File: src/rtl/vscale_hazard_unit.sv
// ---------------------------------------------------------------------------
// vscale_hazard_unit
//
// Hazard, bypass and stall controller for a vscale pipeline with DEPTH stages
// after DX. Each post-DX stage carries a small write descriptor (valid, wr, rd,
// lat). Sources in DX are matched against these descriptors to pick the
// youngest bypassable producer, or to stall when the producer's result is not
// ready yet. Multi-cycle (mul/div) results are tracked by a per-register
// scoreboard instead, since they never travel down the write path.
//
// Ports:
//   clk, reset            clock, synchronous active-high reset
//   issue_valid           DX holds a valid instruction
//   rs1_addr, rs2_addr    DX source registers
//   uses_rs1, uses_rs2    DX instruction reads rs1 / rs2
//   wr_reg_DX, rd_DX      DX instruction writes rd_DX
//   lat_DX                first entry index at which the result is bypassable
//   md_op_DX              DX instruction goes to the multi-cycle unit
//   stall_ext             downstream stall, freezes every entry
//   flush                 kill all entries (redirect / exception)
//   md_done, md_rd        multi-cycle unit completes, writing md_rd
//   stall_DX              hold DX this cycle
//   issue_fire            DX instruction accepted this cycle
//   bypass_rs1_sel/rs2    0 = regfile, i+1 = entry i
//   wr_reg_WB             last entry writes the regfile this cycle
//   reg_to_wr_WB          destination of the last entry
//   md_busy               multi-cycle unit occupied
// ---------------------------------------------------------------------------
module vscale_hazard_unit #(
    parameter int REG_ADDR_WIDTH = 5,
    parameter int DEPTH          = 2,
    localparam int LAT_WIDTH     = $clog2(DEPTH + 1),
    localparam int SEL_WIDTH     = $clog2(DEPTH + 1)
) (
    input  logic                      clk,
    input  logic                      reset,
    input  logic                      issue_valid,
    input  logic [REG_ADDR_WIDTH-1:0] rs1_addr,
    input  logic [REG_ADDR_WIDTH-1:0] rs2_addr,
    input  logic                      uses_rs1,
    input  logic                      uses_rs2,
    input  logic                      wr_reg_DX,
    input  logic [REG_ADDR_WIDTH-1:0] rd_DX,
    input  logic [LAT_WIDTH-1:0]      lat_DX,
    input  logic                      md_op_DX,
    input  logic                      stall_ext,
    input  logic                      flush,
    input  logic                      md_done,
    input  logic [REG_ADDR_WIDTH-1:0] md_rd,
    output logic                      stall_DX,
    output logic                      issue_fire,
    output logic [SEL_WIDTH-1:0]      bypass_rs1_sel,
    output logic [SEL_WIDTH-1:0]      bypass_rs2_sel,
    output logic                      wr_reg_WB,
    output logic [REG_ADDR_WIDTH-1:0] reg_to_wr_WB,
    output logic                      md_busy
);

    localparam int NUM_REGS = 1 << REG_ADDR_WIDTH;
    localparam logic [LAT_WIDTH-1:0] MAX_LAT = LAT_WIDTH'(DEPTH - 1);

    // Per-entry write descriptors.
    logic                      ent_valid_reg [DEPTH];
    logic                      ent_wr_reg    [DEPTH];
    logic [REG_ADDR_WIDTH-1:0] ent_rd_reg    [DEPTH];
    logic [LAT_WIDTH-1:0]      ent_lat_reg   [DEPTH];

    logic                      ent_valid_next [DEPTH];
    logic                      ent_wr_next    [DEPTH];
    logic [REG_ADDR_WIDTH-1:0] ent_rd_next    [DEPTH];
    logic [LAT_WIDTH-1:0]      ent_lat_next   [DEPTH];

    // What each entry would receive on an advance.
    logic                      src_valid [DEPTH];
    logic                      src_wr    [DEPTH];
    logic [REG_ADDR_WIDTH-1:0] src_rd    [DEPTH];
    logic [LAT_WIDTH-1:0]      src_lat   [DEPTH];

    logic [NUM_REGS-1:0]       sb_reg;
    logic [NUM_REGS-1:0]       sb_next;
    logic                      md_busy_reg;
    logic                      md_busy_next;

    logic [SEL_WIDTH:0]        rs1_lookup;
    logic [SEL_WIDTH:0]        rs2_lookup;
    logic                      raw_stall;
    logic                      sb_stall;
    logic [LAT_WIDTH-1:0]      lat_clamped;

    assign lat_clamped = (lat_DX > MAX_LAT) ? MAX_LAT : lat_DX;

    // Returns {stall, sel}. The loop walks from youngest (entry 0) to oldest
    // and only the first producer of the register is considered: an older
    // write to the same register is dead for this consumer.
    function automatic logic [SEL_WIDTH:0] src_lookup(
        input logic                      use_src,
        input logic [REG_ADDR_WIDTH-1:0] addr
    );
        logic [SEL_WIDTH:0] res;
        logic               found;
        res   = '0;
        found = 1'b0;
        if (use_src && addr != '0) begin
            for (int i = 0; i < DEPTH; i++) begin
                if (!found && ent_valid_reg[i] && ent_wr_reg[i] &&
                    ent_rd_reg[i] != '0 && ent_rd_reg[i] == addr) begin
                    found = 1'b1;
                    if (ent_lat_reg[i] <= LAT_WIDTH'(i))
                        res = {1'b0, SEL_WIDTH'(i + 1)};
                    else
                        res = {1'b1, {SEL_WIDTH{1'b0}}};
                end
            end
        end
        return res;
    endfunction

    always_comb begin
        rs1_lookup = src_lookup(uses_rs1, rs1_addr);
        rs2_lookup = src_lookup(uses_rs2, rs2_addr);
        raw_stall  = rs1_lookup[SEL_WIDTH] | rs2_lookup[SEL_WIDTH];
    end

    // Scoreboard conflicts: RAW on an outstanding md result, WAW against it,
    // or a second md op while the unit is occupied.
    always_comb begin
        sb_stall = (uses_rs1 && rs1_addr != '0 && sb_reg[rs1_addr]) ||
                   (uses_rs2 && rs2_addr != '0 && sb_reg[rs2_addr]) ||
                   ((wr_reg_DX || md_op_DX) && sb_reg[rd_DX]) ||
                   (md_op_DX && md_busy_reg);
    end

    assign stall_DX       = (issue_valid && (raw_stall || sb_stall)) || stall_ext;
    assign issue_fire     = issue_valid && !stall_DX;
    assign bypass_rs1_sel = rs1_lookup[SEL_WIDTH-1:0];
    assign bypass_rs2_sel = rs2_lookup[SEL_WIDTH-1:0];
    assign wr_reg_WB      = ent_valid_reg[DEPTH-1] && ent_wr_reg[DEPTH-1] && !stall_ext;
    assign reg_to_wr_WB   = ent_rd_reg[DEPTH-1];
    assign md_busy        = md_busy_reg;

    // Entry next-state: flush beats stall_ext, which beats advance.
    for (genvar gi = 0; gi < DEPTH; gi++) begin : g_entry
        if (gi == 0) begin : g_head
            // A non-firing cycle inserts a bubble; md ops never write here.
            assign src_valid[gi] = issue_fire;
            assign src_wr[gi]    = wr_reg_DX && !md_op_DX;
            assign src_rd[gi]    = rd_DX;
            assign src_lat[gi]   = lat_clamped;
        end else begin : g_tail
            assign src_valid[gi] = ent_valid_reg[gi-1];
            assign src_wr[gi]    = ent_wr_reg[gi-1];
            assign src_rd[gi]    = ent_rd_reg[gi-1];
            assign src_lat[gi]   = ent_lat_reg[gi-1];
        end

        assign ent_valid_next[gi] = flush     ? 1'b0 :
                                    stall_ext ? ent_valid_reg[gi] : src_valid[gi];
        assign ent_wr_next[gi]    = (flush || stall_ext) ? ent_wr_reg[gi]  : src_wr[gi];
        assign ent_rd_next[gi]    = (flush || stall_ext) ? ent_rd_reg[gi]  : src_rd[gi];
        assign ent_lat_next[gi]   = (flush || stall_ext) ? ent_lat_reg[gi] : src_lat[gi];
    end

    // Completion clears first so a same-cycle md issue still claims its rd.
    always_comb begin
        sb_next      = sb_reg;
        md_busy_next = md_busy_reg;
        if (md_done) begin
            sb_next[md_rd] = 1'b0;
            md_busy_next   = 1'b0;
        end
        if (issue_fire && md_op_DX) begin
            sb_next[rd_DX] = 1'b1;
            md_busy_next   = 1'b1;
        end
    end

    always_ff @(posedge clk) begin
        if (reset) begin
            for (int i = 0; i < DEPTH; i++) begin
                ent_valid_reg[i] <= 1'b0;
                ent_wr_reg[i]    <= 1'b0;
                ent_rd_reg[i]    <= '0;
                ent_lat_reg[i]   <= '0;
            end
            sb_reg      <= '0;
            md_busy_reg <= 1'b0;
        end else begin
            for (int i = 0; i < DEPTH; i++) begin
                ent_valid_reg[i] <= ent_valid_next[i];
                ent_wr_reg[i]    <= ent_wr_next[i];
                ent_rd_reg[i]    <= ent_rd_next[i];
                ent_lat_reg[i]   <= ent_lat_next[i];
            end
            sb_reg      <= sb_next;
            md_busy_reg <= md_busy_next;
        end
    end

endmodule

File: config.mk
export PLATFORM = sky130hd
export DESIGN_NAME = vscale_hazard_unit
export DESIGN_NICKNAME = d
export VERILOG_FILES = /design/src/rtl/vscale_hazard_unit.sv
export SDC_FILE = /design/constraint.sdc
export NUM_CORES = 1
export LEC_CHECK = 0
export CORE_MARGIN = 3
export CORE_UTILIZATION = 25
export CTS_CLUSTER_DIAMETER = 120
export DETAILED_ROUTE_END_ITERATION = 8
export HOLD_SLACK_MARGIN = 0.15
export PLACE_DENSITY = 0.4
export SETUP_SLACK_MARGIN = 0.5
export SLEW_MARGIN = 20
export SYNTH_ARGS = -nofsm -noshare
export SYNTH_HDL_FRONTEND = slang
export SYNTH_SLANG_ARGS = --single-unit
File: constraint.sdc
create_clock -name clk -period 7.41 [get_ports clk]
set_input_delay 0.741 -clock clk [delete_from_list [all_inputs] [get_ports clk]]
set_output_delay 0.741 -clock clk [all_outputs]
set_load 0.01 [all_outputs]
==> metrics, run 1 <==
max reg flops 32; Design Area, Final 4180 um^2; Longest Clk Path Bufs 2; power density over the cells 148 nW/um^2; antenna violations before repair 0; clk_lat worst skew slightly below 300 ps; CTS tree done; Max-Cap Viols 0; Final Slew Violations 0; # clock sinks 50; startpoint types input pin; CTS H-Tree Depth 2; vias in the first global route ~3,200; Num CTS Buffers 5; DRC viols 0; # hold bufs at CTS 0; sequential area share after synthesis 28.5%; Hold Crit Endpoint ent_wr_reg[0][0]$_SDFFE_PP0N_; status completed; Post-CTS Setup Bufs 0; post-cts sizing count 0; Layout area overhead 19.0%; initial drt markers around 180; CP Capture Type output pin; Seq cells post-synth 50; synthesized net count roughly 450; Reg2Reg Depth 7; crit path max fanout 17; via-per-instance ratio 5.21; Mapped Avg Cell Area between 8 and 9 um^2; Data arrival, critical path 4260 ps; all-layer global routing usage 15.6%; die width 125 um; worst path required time around 6700 ps; n_diodes 0; number of cells on the worst hold path 2; hold path start ent_wr_reg[0][0]$_SDFFE_PP0N_; first-pass GRT wire length between 15 and 20 mm; Worst Tran Pin Value 978 ps; R2R Path Start ent_rd_reg[0][2]$_SDFFE_PP0N_; # rows 42; largest net degree at the start of global routing 53; Hold Path Class reg -> reg; R2R Setup Slk ~5000 ps; per-cell routed wire length 19.6 um; Vias roughly 3,200; final net count around 480; Pleak about 0.0015 uW; YS warnings 0; Ports 45; sequential cell area around 1000 um^2; Port Buf Inserts 44; post-synthesis cell type count 51; Async SR Flop Fraction 0%; DPL Wire Length 9.23 mm; RePlAce Congestion around 0.81; Worst Clk Skew ~3.7 ps; period utilisation layout between 60% and 70%; Netlist Area Pre-Place ~3500 um^2; layout cells sized above 1 8.80%; Synth Flop Type dfxtp_1; worst setup path category in -> out; Worst-path clk slew 70 ps; RSZ-0062 raised after global routing no; routed wire length between 10 and 15 mm; post-placement cell area roughly 4000 um^2; Mapped Cells 420; setup tns final 0 ps; Worst R2R End sb_reg[13]$_SDFF_PP0_; Max-slew headroom ~35%; Layout fillers between 1,000 and 1,500; peak supply drop about 0.079 mV; gr ovfl total 0; final hold viol count 0; 1st-pass router iterations 4; Starting Density 26.0%; chip height between 100 and 150 um; clk root buf clkbuf_16; fmax 200 MHz; die area 15,500 um^2; Multi-input gate area between 2000 and 2500 um^2; post-route ant nets 0; Core Area 13,500 um^2; Period minus WS final roughly 5000 ps; Post-synth EDFFs 0; Setup violations, final 0
==> through the flow <==
step	power [uW]	worst slack [ps]	utilization, %	std cells	hold WS [ps]
3_3_place_gp	393	2370	29.9	612	461
4_1_cts	629	2370	30.9	619	477
6_report	618	2410	31.0	619	473
3_5_place_dp	393	2370	29.9	612	467
5_1_grt	649	2170	31.0	619	504
2_1_floorplan	348	3900	-	420	445
==> final cells by class <==
cell class,count,share of cell area (%)
Clock buffer,5,2.99
Clock inverter,2,0.329
Timing Repair Buffer,45,10.7
Tap cell,176,5.27
Multi-Input combinational cell,335,56.2
Sequential cell,50,23.9
Inverter,6,0.539
==> layer usage <==
layer	routed length, um	vias to the layer above	track usage [%]
li1	-	1552	-
met1	5800	1579	21.6
met2	5610	80	24.9
met3	574	14	2.92
met4	167	0	3.74
met5	0	-	0
==> worst max-delay path by stage <==
stage	from	slack [ps]	end
2_1_floorplan	rs2_addr[1]	3900	stall_DX
3_3_place_gp	rs1_addr[0]	2370	stall_DX
3_5_place_dp	rs1_addr[0]	2370	stall_DX
4_1_cts	rs1_addr[0]	2370	issue_fire
5_1_grt	rs1_addr[0]	2170	issue_fire
6_report	rs1_addr[0]	2410	stall_DX
==> report_power, final <==
| group | internal, uW | switching, uW | total, uW |
|---|---|---|---|
| Sequential | 272 | 4.79 | 277 |
| Combinational | 45.3 | 64.3 | 110 |
| Clock | 124 | 108 | 232 |
| Total | 441 | 177 | 618 |
==> cells by family (layout without fill, tap and decap cells) <==
logic type | after synthesis | count (layout) | synth area share, %
AO/OA/AOI/OAI | 90 | 90 | 15.9
XOR/XNOR | 20 | 20 | 4.98
buffers and inverters | 35 | 58 | 4.70
flip-flops | 50 | 50 | 28.5
multiplexers | 41 | 41 | 16.9
AND/OR/NAND/NOR | 184 | 184 | 28.9
==> cell usage after synthesis, drive strengths merged (2+ instances only) <==
cell	n	share of area, %
nor4	3	0.53
and3	3	0.53
or3b	2	0.50
nor3	9	1.3
mux2	6	1.9
nor3b	5	1.1
nand2	60	6.5
mux4	13	8.8
a21o	2	0.43
nor2b	26	4.6
o21ai	52	7.4
nor2	25	2.7
a21oi	15	2.1
nand4b	2	1.4
a22oi	6	1.4
or2	4	0.71
buf	13	2.3
clkbuf	16	1.7
dfxtp	50	28
xor2	17	4.2
nand3b	20	4.3
xnor2	3	0.75
mux2i	22	6.3
o2111ai	2	0.50
inv	6	0.64
a2bb2oi	3	0.75
nand3	14	2.3
nand4	6	1.5
a311oi	3	0.75
==> worst max-delay path: stages <==
cell and delay (ps):
clkdlybuf4s50_1 1110, mux4_2 600, o2111ai_1 200, o2111ai_1 190, a211oi_4 560, nand2_2 170
a21o_1 210, clkdlybuf4s50_1 470
==> layout by cell type (no fill, tap or decap), types with 3 or more instances in the layout <==
| cell type | n |
|---|---|
| inv_1 | 6 |
| a21oi_1 | 15 |
| a311oi_1 | 3 |
| or2_2 | 4 |
| a2bb2oi_1 | 3 |
| nor4_1 | 3 |
| a22oi_1 | 5 |
| xnor2_1 | 3 |
| clkbuf_16 | 5 |
| clkdlybuf4s50_1 | 44 |
| nand3b_1 | 20 |
| nor3_1 | 9 |
| nand3_1 | 13 |
| nor2_1 | 24 |
| nand2_1 | 59 |
| dfxtp_1 | 50 |
| nand4_1 | 5 |
| mux4_2 | 9 |
| o21ai_1 | 33 |
| xor2_1 | 17 |
| mux2_2 | 5 |
| and3_1 | 3 |
| mux4_1 | 4 |
| nor2b_1 | 26 |
| o21ai_0 | 19 |
| nor3b_1 | 5 |
| mux2i_1 | 22 |
No activity file was read; power rests on OpenSTA's default activity.
==> inputs of run 2 (changes only) <==
- clock period: 7.41 -> 5.19 ns (I/O delays scaled with it)
==> run 2 against run 1 <==
  * Via count is 0.16% lower
  * First-iteration DRC count is 7.7% lower
  * Worst hold slack better by 4.8 ps
  * Clock power is 69% higher
  * Cell area is 1.6% higher
  * Setup slack worse by 1500 ps
  * Core utilization is 0.51 points higher
  * Non-clock buffer count is 5 higher
  * Combinational power is 44% higher
  * Critical path depth is 1 higher
  * Sequential power is 43% higher
  * Critical endpoint unchanged
  * Largest cell class unchanged
==> metrics, run 2 (synthesized netlist as in run 1, its figures left out) <==
period utilisation layout 83.3%; most frequent CP cell clkdlybuf4s50_1; gr ovfl total 0 (unchanged); initial drt markers 168 (-7.7%); Layout fillers 1,437 (+0.56%); setup tns final 0 ps (unchanged); Max-slew headroom 32.6% (-2.0 points); die width 125 um (unchanged); die area 15,500 um^2 (unchanged); power density over the cells 222 nW/um^2 (+50%); peak supply drop 0.176 mV (+120%); clk root buf clkbuf_16; max reg flops 32 (unchanged); pre-CTS setup slack 794 ps (-1570 ps); CTS H-Tree Depth 2 (unchanged); final net count 480 (+1.1%); Design Area, Final 4250 um^2 (+1.6%); Worst Tran Pin Value 1010 ps (+29.7 ps); Period minus WS final around 4300 ps; # hold bufs at CTS 0 (unchanged); Layout area overhead 20.9%; Worst Clk Skew 8.52 ps (+4.82 ps); all-layer global routing usage 15.0% (-0.57 points); WHS 478 ps (+4.80 ps); status completed; most frequent cells in the layout 59 x nand2_1, 50 x dfxtp_1, 44 x clkdlybuf4s50_1; Num CTS Buffers 5 (unchanged); n_diodes 0 (unchanged); crit-path cells clkdlybuf4s50_1 > buf_4 > mux4_2 > o211ai_1 > o2111ai_1 > a211oi_4 > nand2_2 > a21o_1 > clkdlybuf4s50_1; fmax about 230 MHz; worst path required time 4670 ps (-2000 ps); RSZ-0062 raised after global routing no; CP peak stage delay 670 ps (-440 ps); Pleak 0.00149 uW (+2.7%); Ports 45 (unchanged); # rows 42 (unchanged); Longest Clk Path Bufs 2 (unchanged); final std cells w/o fill 625 (+0.97%); chip height 125 um (unchanged); vias in the first global route 3,266 (+2.3%); routed wire length 11.8 mm (-2.5%); largest net degree at the start of global routing 53 (unchanged); crit path max fanout 7 (-10); Final Slew Violations 0 (unchanged); worst setup path category in -> out; startpoint types input pin; 1st-pass router iterations 4 (unchanged); Hold Path Class reg -> reg; CP Capture Type output pin; Max-Cap Viols 0 (unchanged); R2R Setup Slk 2680 ps (-2240 ps); PnR worst setup slack 867 ps (-1540 ps); Setup violations, final 0 (unchanged); commonest non-fill, non-tap cell in the layout nand2_1; final hold viol count 0 (unchanged); clk_lat worst skew 300 ps (about the same); antenna violations before repair 0 (unchanged); CTS tree done; post-cts sizing count 0 (unchanged); post-route ant nets 0 (unchanged); Port Buf Inserts 44 (unchanged); via-per-instance ratio 5.15 (-1.1%); DPL Wire Length 8.91 mm (-3.4%); post-placement cell area 4080 um^2 (+0.93%); per-cell routed wire length 19.0 um (-3.4%); DRC viols 0 (unchanged); number of cells after detailed placement 617 (+0.82%); Data arrival, critical path 3800 ps (-460 ps); Vias 3,220 (-0.16%); Starting Density 26.0% (unchanged); RePlAce Congestion 0.831 (+2.4%); Post-CTS Setup Bufs 0 (unchanged); CP max-delay cell clkdlybuf4s50_1; # clock sinks 50 (unchanged); Worst-path clk slew 70 ps (about the same); layout cells sized above 1 9.80% (+1.0 points); Core Area 13,500 um^2 (unchanged); first-pass GRT wire length 18.7 mm (-2.4%)
-- run 2: changes by cell type in the layout (fill, tap and decap cells not counted) --
cell,previous run,this run
buf_4,1,6
bufinv_16,0,1
clkinv_2,1,0
inv_6,1,2
nor2_1,24,25
nor2_2,1,0
-- run 2: layout make-up --
type | instances | area (um^2) | share of cell area, %
multi-input cells | 335 | 2350 | 55.3
flip-flops and latches | 50 | 1000 | 23.6
repair buffers | 50 | 485 | 11.4
well taps | 176 | 220 | 5.18
clock buffers | 5 | 125 | 2.94
clock inverters | 3 | 47.5 | 1.12
inverters | 6 | 22.5 | 0.530
-- run 2: power breakdown --
| part | internal, uW | switching, uW | leakage, uW |
|---|---|---|---|
| Combinational | 66.5 | 91.4 | 0.00100 |
| Sequential | 388 | 6.62 | 0.000404 |
| Clock | 231 | 160 | 0.0000848 |
| Total | 686 | 258 | 0.00149 |
-- run 2: through the flow --
stage / total power [uW] / util, %
2_1_floorplan: 496 / -
3_3_place_gp: 563 / 30.2
3_5_place_dp: 562 / 30.2
4_1_cts: 956 / 31.5
5_1_grt: 982 / 31.5
6_report: 944 / 31.5
-- run 2: worst paths after layout --
check	start	endpoint	depth (start not counted)
worst max register to register	sb_reg[26]$_SDFF_PP0_	sb_reg[9]$_SDFF_PP0_	7
worst min register to register	ent_wr_reg[0][0]$_SDFFE_PP0N_	ent_wr_reg[0][0]$_SDFFE_PP0N_	2
worst min-delay path	ent_wr_reg[0][0]$_SDFFE_PP0N_	ent_wr_reg[0][0]$_SDFFE_PP0N_	2
worst max-delay path	rs1_addr[0]	stall_DX	9
-- run 2: worst max-delay path, delay by kind of cell --
family | cells | cell delay [ps]
simple gates | 1 | 170
mux | 1 | 510
compound gates | 4 | 1200
buf+inv | 3 | 1390
-- run 2: routing by layer --
metal,vias up,routed length [um],track usage (%)
li1,1572,-,-
met2,60,5360,23.9
met5,-,0,0
met3,7,422,2.70
met4,0,48,2.32
met1,1581,6010,21.5
==> inputs of run 3 (changes only) <==
- clock period: 5.19 -> 4.4 ns (I/O delays scaled with it)
==> run 3 against run 2 <==
  * Power increased by 13%
  * Setup slack got worse by 230 ps
  * Critical endpoint unchanged
  * Largest power group unchanged
  * Non-clock buffer count increased by 2
  * Register-to-register slack got worse by 640 ps
==> metrics, run 3 (synthesized netlist as in run 1, its figures left out) <==
routed length on met1 5.91 mm (-1.6%); largest net degree at the start of global routing 53 (unchanged); Hold Crit Endpoint ent_wr_reg[0][0]$_SDFFE_PP0N_; n_diodes 0 (unchanged); Period minus WS final 3770 ps; highest metal used met4; most frequent cells in the layout 59 x nand2_1, 50 x dfxtp_1, 42 x clkdlybuf4s50_1; Clock Power Share 38.7% (-2.8 points); Longest Clk Path Bufs 2 (unchanged); max reg flops 32 (unchanged); Comb pwr share 17.7% (+1.0 points); fmax between 200 and 300 MHz; sequential cell area 1000 um^2 (unchanged); Worst-path clk slew 70 ps (about the same); per-cell routed wire length 19.5 um (+2.7%); die area 15,500 um^2 (unchanged); post-route ant nets 0 (unchanged); vias in the first global route 3,278 (+0.37%); hold path start ent_wr_reg[0][0]$_SDFFE_PP0N_; peak supply drop 0.135 mV (-23%); CTS tree done; fin util 31.5% (+0.046 points); Max-Cap Viols 0 (unchanged); startpoint types input pin; Pleak 0.00150 uW (+0.80%); Psw 314 uW (+22%); setup tns final 0 ps (unchanged); final std cells w/o fill 627 (+0.32%); Worst R2R End sb_reg[30]$_SDFF_PP0_; Vias 3,255 (+1.1%); Reg2Reg Depth 8 (+1); CP Capture Type output pin; Post-CTS Setup Bufs 0 (unchanged); clk_lat worst skew 300 ps (about the same); all-layer global routing usage 15.9% (+0.92 points); met3 WL 609 um (+44%); # hold bufs at CTS 0 (unchanged); # clock sinks 50 (unchanged); gr ovfl total 0 (unchanged); Core Area 13,500 um^2 (unchanged); worst setup path category in -> out; worst path required time 3960 ps (-710 ps); number of cells after detailed placement 619 (+0.32%); first-pass GRT wire length 19.5 mm (+4.7%); Multi-input gate area 2350 um^2 (+0.21%); Ports 45 (unchanged); routed wire length 12.2 mm (+3.0%); R2R Setup Slk 2040 ps (-640 ps); Max-slew headroom 53.9% (+21 points); die width 125 um (unchanged); DRC viols 0 (unchanged); power density over the cells 251 nW/um^2 (+13%); Layout fillers 1,430 (-0.49%); status completed; DPL Wire Length 9.33 mm (+4.6%); Worst Tran Pin Value 691 ps (-317 ps); Layout area overhead 21.1%; chip height 125 um (unchanged); Final Slew Violations 0 (unchanged); R2R Path Start sb_reg[26]$_SDFF_PP0_; Int Power 755 uW (+10%); # rows 42 (unchanged); RePlAce Congestion 0.862 (+3.7%); RSZ-0062 raised after global routing no; initial drt markers 199 (+18%); clk root buf clkbuf_16; Seq pwr share 43.6% (+1.8 points); Setup violations, final 0 (unchanged); via-per-instance ratio 5.19 (+0.76%); Num CTS Buffers 5 (unchanged); Worst Clk Skew 6.68 ps (-1.84 ps); number of cells on the worst hold path 2 (unchanged); Port Buf Inserts 44 (unchanged); layout cells sized above 1 10.6% (+0.84 points); Hold Path Class reg -> reg; Starting Density 26.0% (unchanged); 1st-pass router iterations 4 (unchanged); CTS H-Tree Depth 2 (unchanged); Sw Ratio 29.4% (+2.0 points); commonest non-fill, non-tap cell in the layout nand2_1; metal2 WL 5.44 mm (+1.4%); antenna violations before repair 0 (unchanged); period utilisation layout about 86%; final net count 482 (+0.42%); crit path max fanout 5 (-2); final hold viol count 0 (unchanged); Data arrival, critical path 3330 ps (-470 ps)
[run 3: power groups by stage]
| stage | combinational, uW | clock, uW | sequential [uW] |
|---|---|---|---|
| after CTS | 190 | 429 | 466 |
| after floorplan | 112 | 0 | 474 |
| after detailed placement | 190 | 0 | 477 |
| after global routing | 208 | 449 | 467 |
| after global placement | 190 | 0 | 477 |
| final | 189 | 414 | 466 |
[run 3: critical path, cell delays in order]
cell,delay (ps)
clkdlybuf4s50_1,610
mux4_2,540
mux2_2,270
a311oi_1,270
o2111a_2,400
nand2_2,130
a21o_1,190
clkdlybuf4s50_1,470
[run 3: routing by layer]
metal | global-route usage [%] | vias up
li1 | - | 1576
met1 | 21.9 | 1560
met2 | 25.4 | 102
met3 | 3.09 | 17
met4 | 4.45 | 0
met5 | 0 | -
[run 3: metrics by stage]
| stage | total power [uW] | area [um^2] | setup WS, ps | hold WS [ps] |
|---|---|---|---|---|
| 6_report | 1070 | 4260 | 633 | 472 |
| 2_1_floorplan | 586 | 3510 | 1490 | 445 |
| 3_3_place_gp | 667 | 4090 | 537 | 463 |
| 5_1_grt | 1120 | 4260 | 510 | 509 |
| 3_5_place_dp | 666 | 4090 | 503 | 460 |
| 4_1_cts | 1080 | 4250 | 526 | 472 |
[run 3: what timing repair did]
| item | 4_1_cts | 5_1_grt |
|---|---|---|
| endpoints found under the setup margin | 1 | 2 |
| pin swaps | 0 | 1 |
| gates resized for setup | 1 | 3 |
[run 3: layout make-up]
type / instances / area share, %
sequential: 50 / 23.5
multi-input combinational: 335 / 55.3
clock inverter: 3 / 0.676
inverter: 6 / 0.529
timing repair buffer: 52 / 11.9
tap: 176 / 5.17
clock buffer: 5 / 2.94
[run 3: how the worst max path moves through the flow]
stage / startpoint / endpoint / slack [ps] / cells past startpoint
after detailed placement: rd_DX[0] / stall_DX / 500 / 9
after CTS: rs2_addr[1] / stall_DX / 530 / 9
final: rs2_addr[0] / stall_DX / 630 / 8
after global placement: rd_DX[0] / stall_DX / 540 / 9
after floorplan: rs2_addr[1] / stall_DX / 1490 / 8
after global routing: rd_DX[1] / stall_DX / 510 / 10
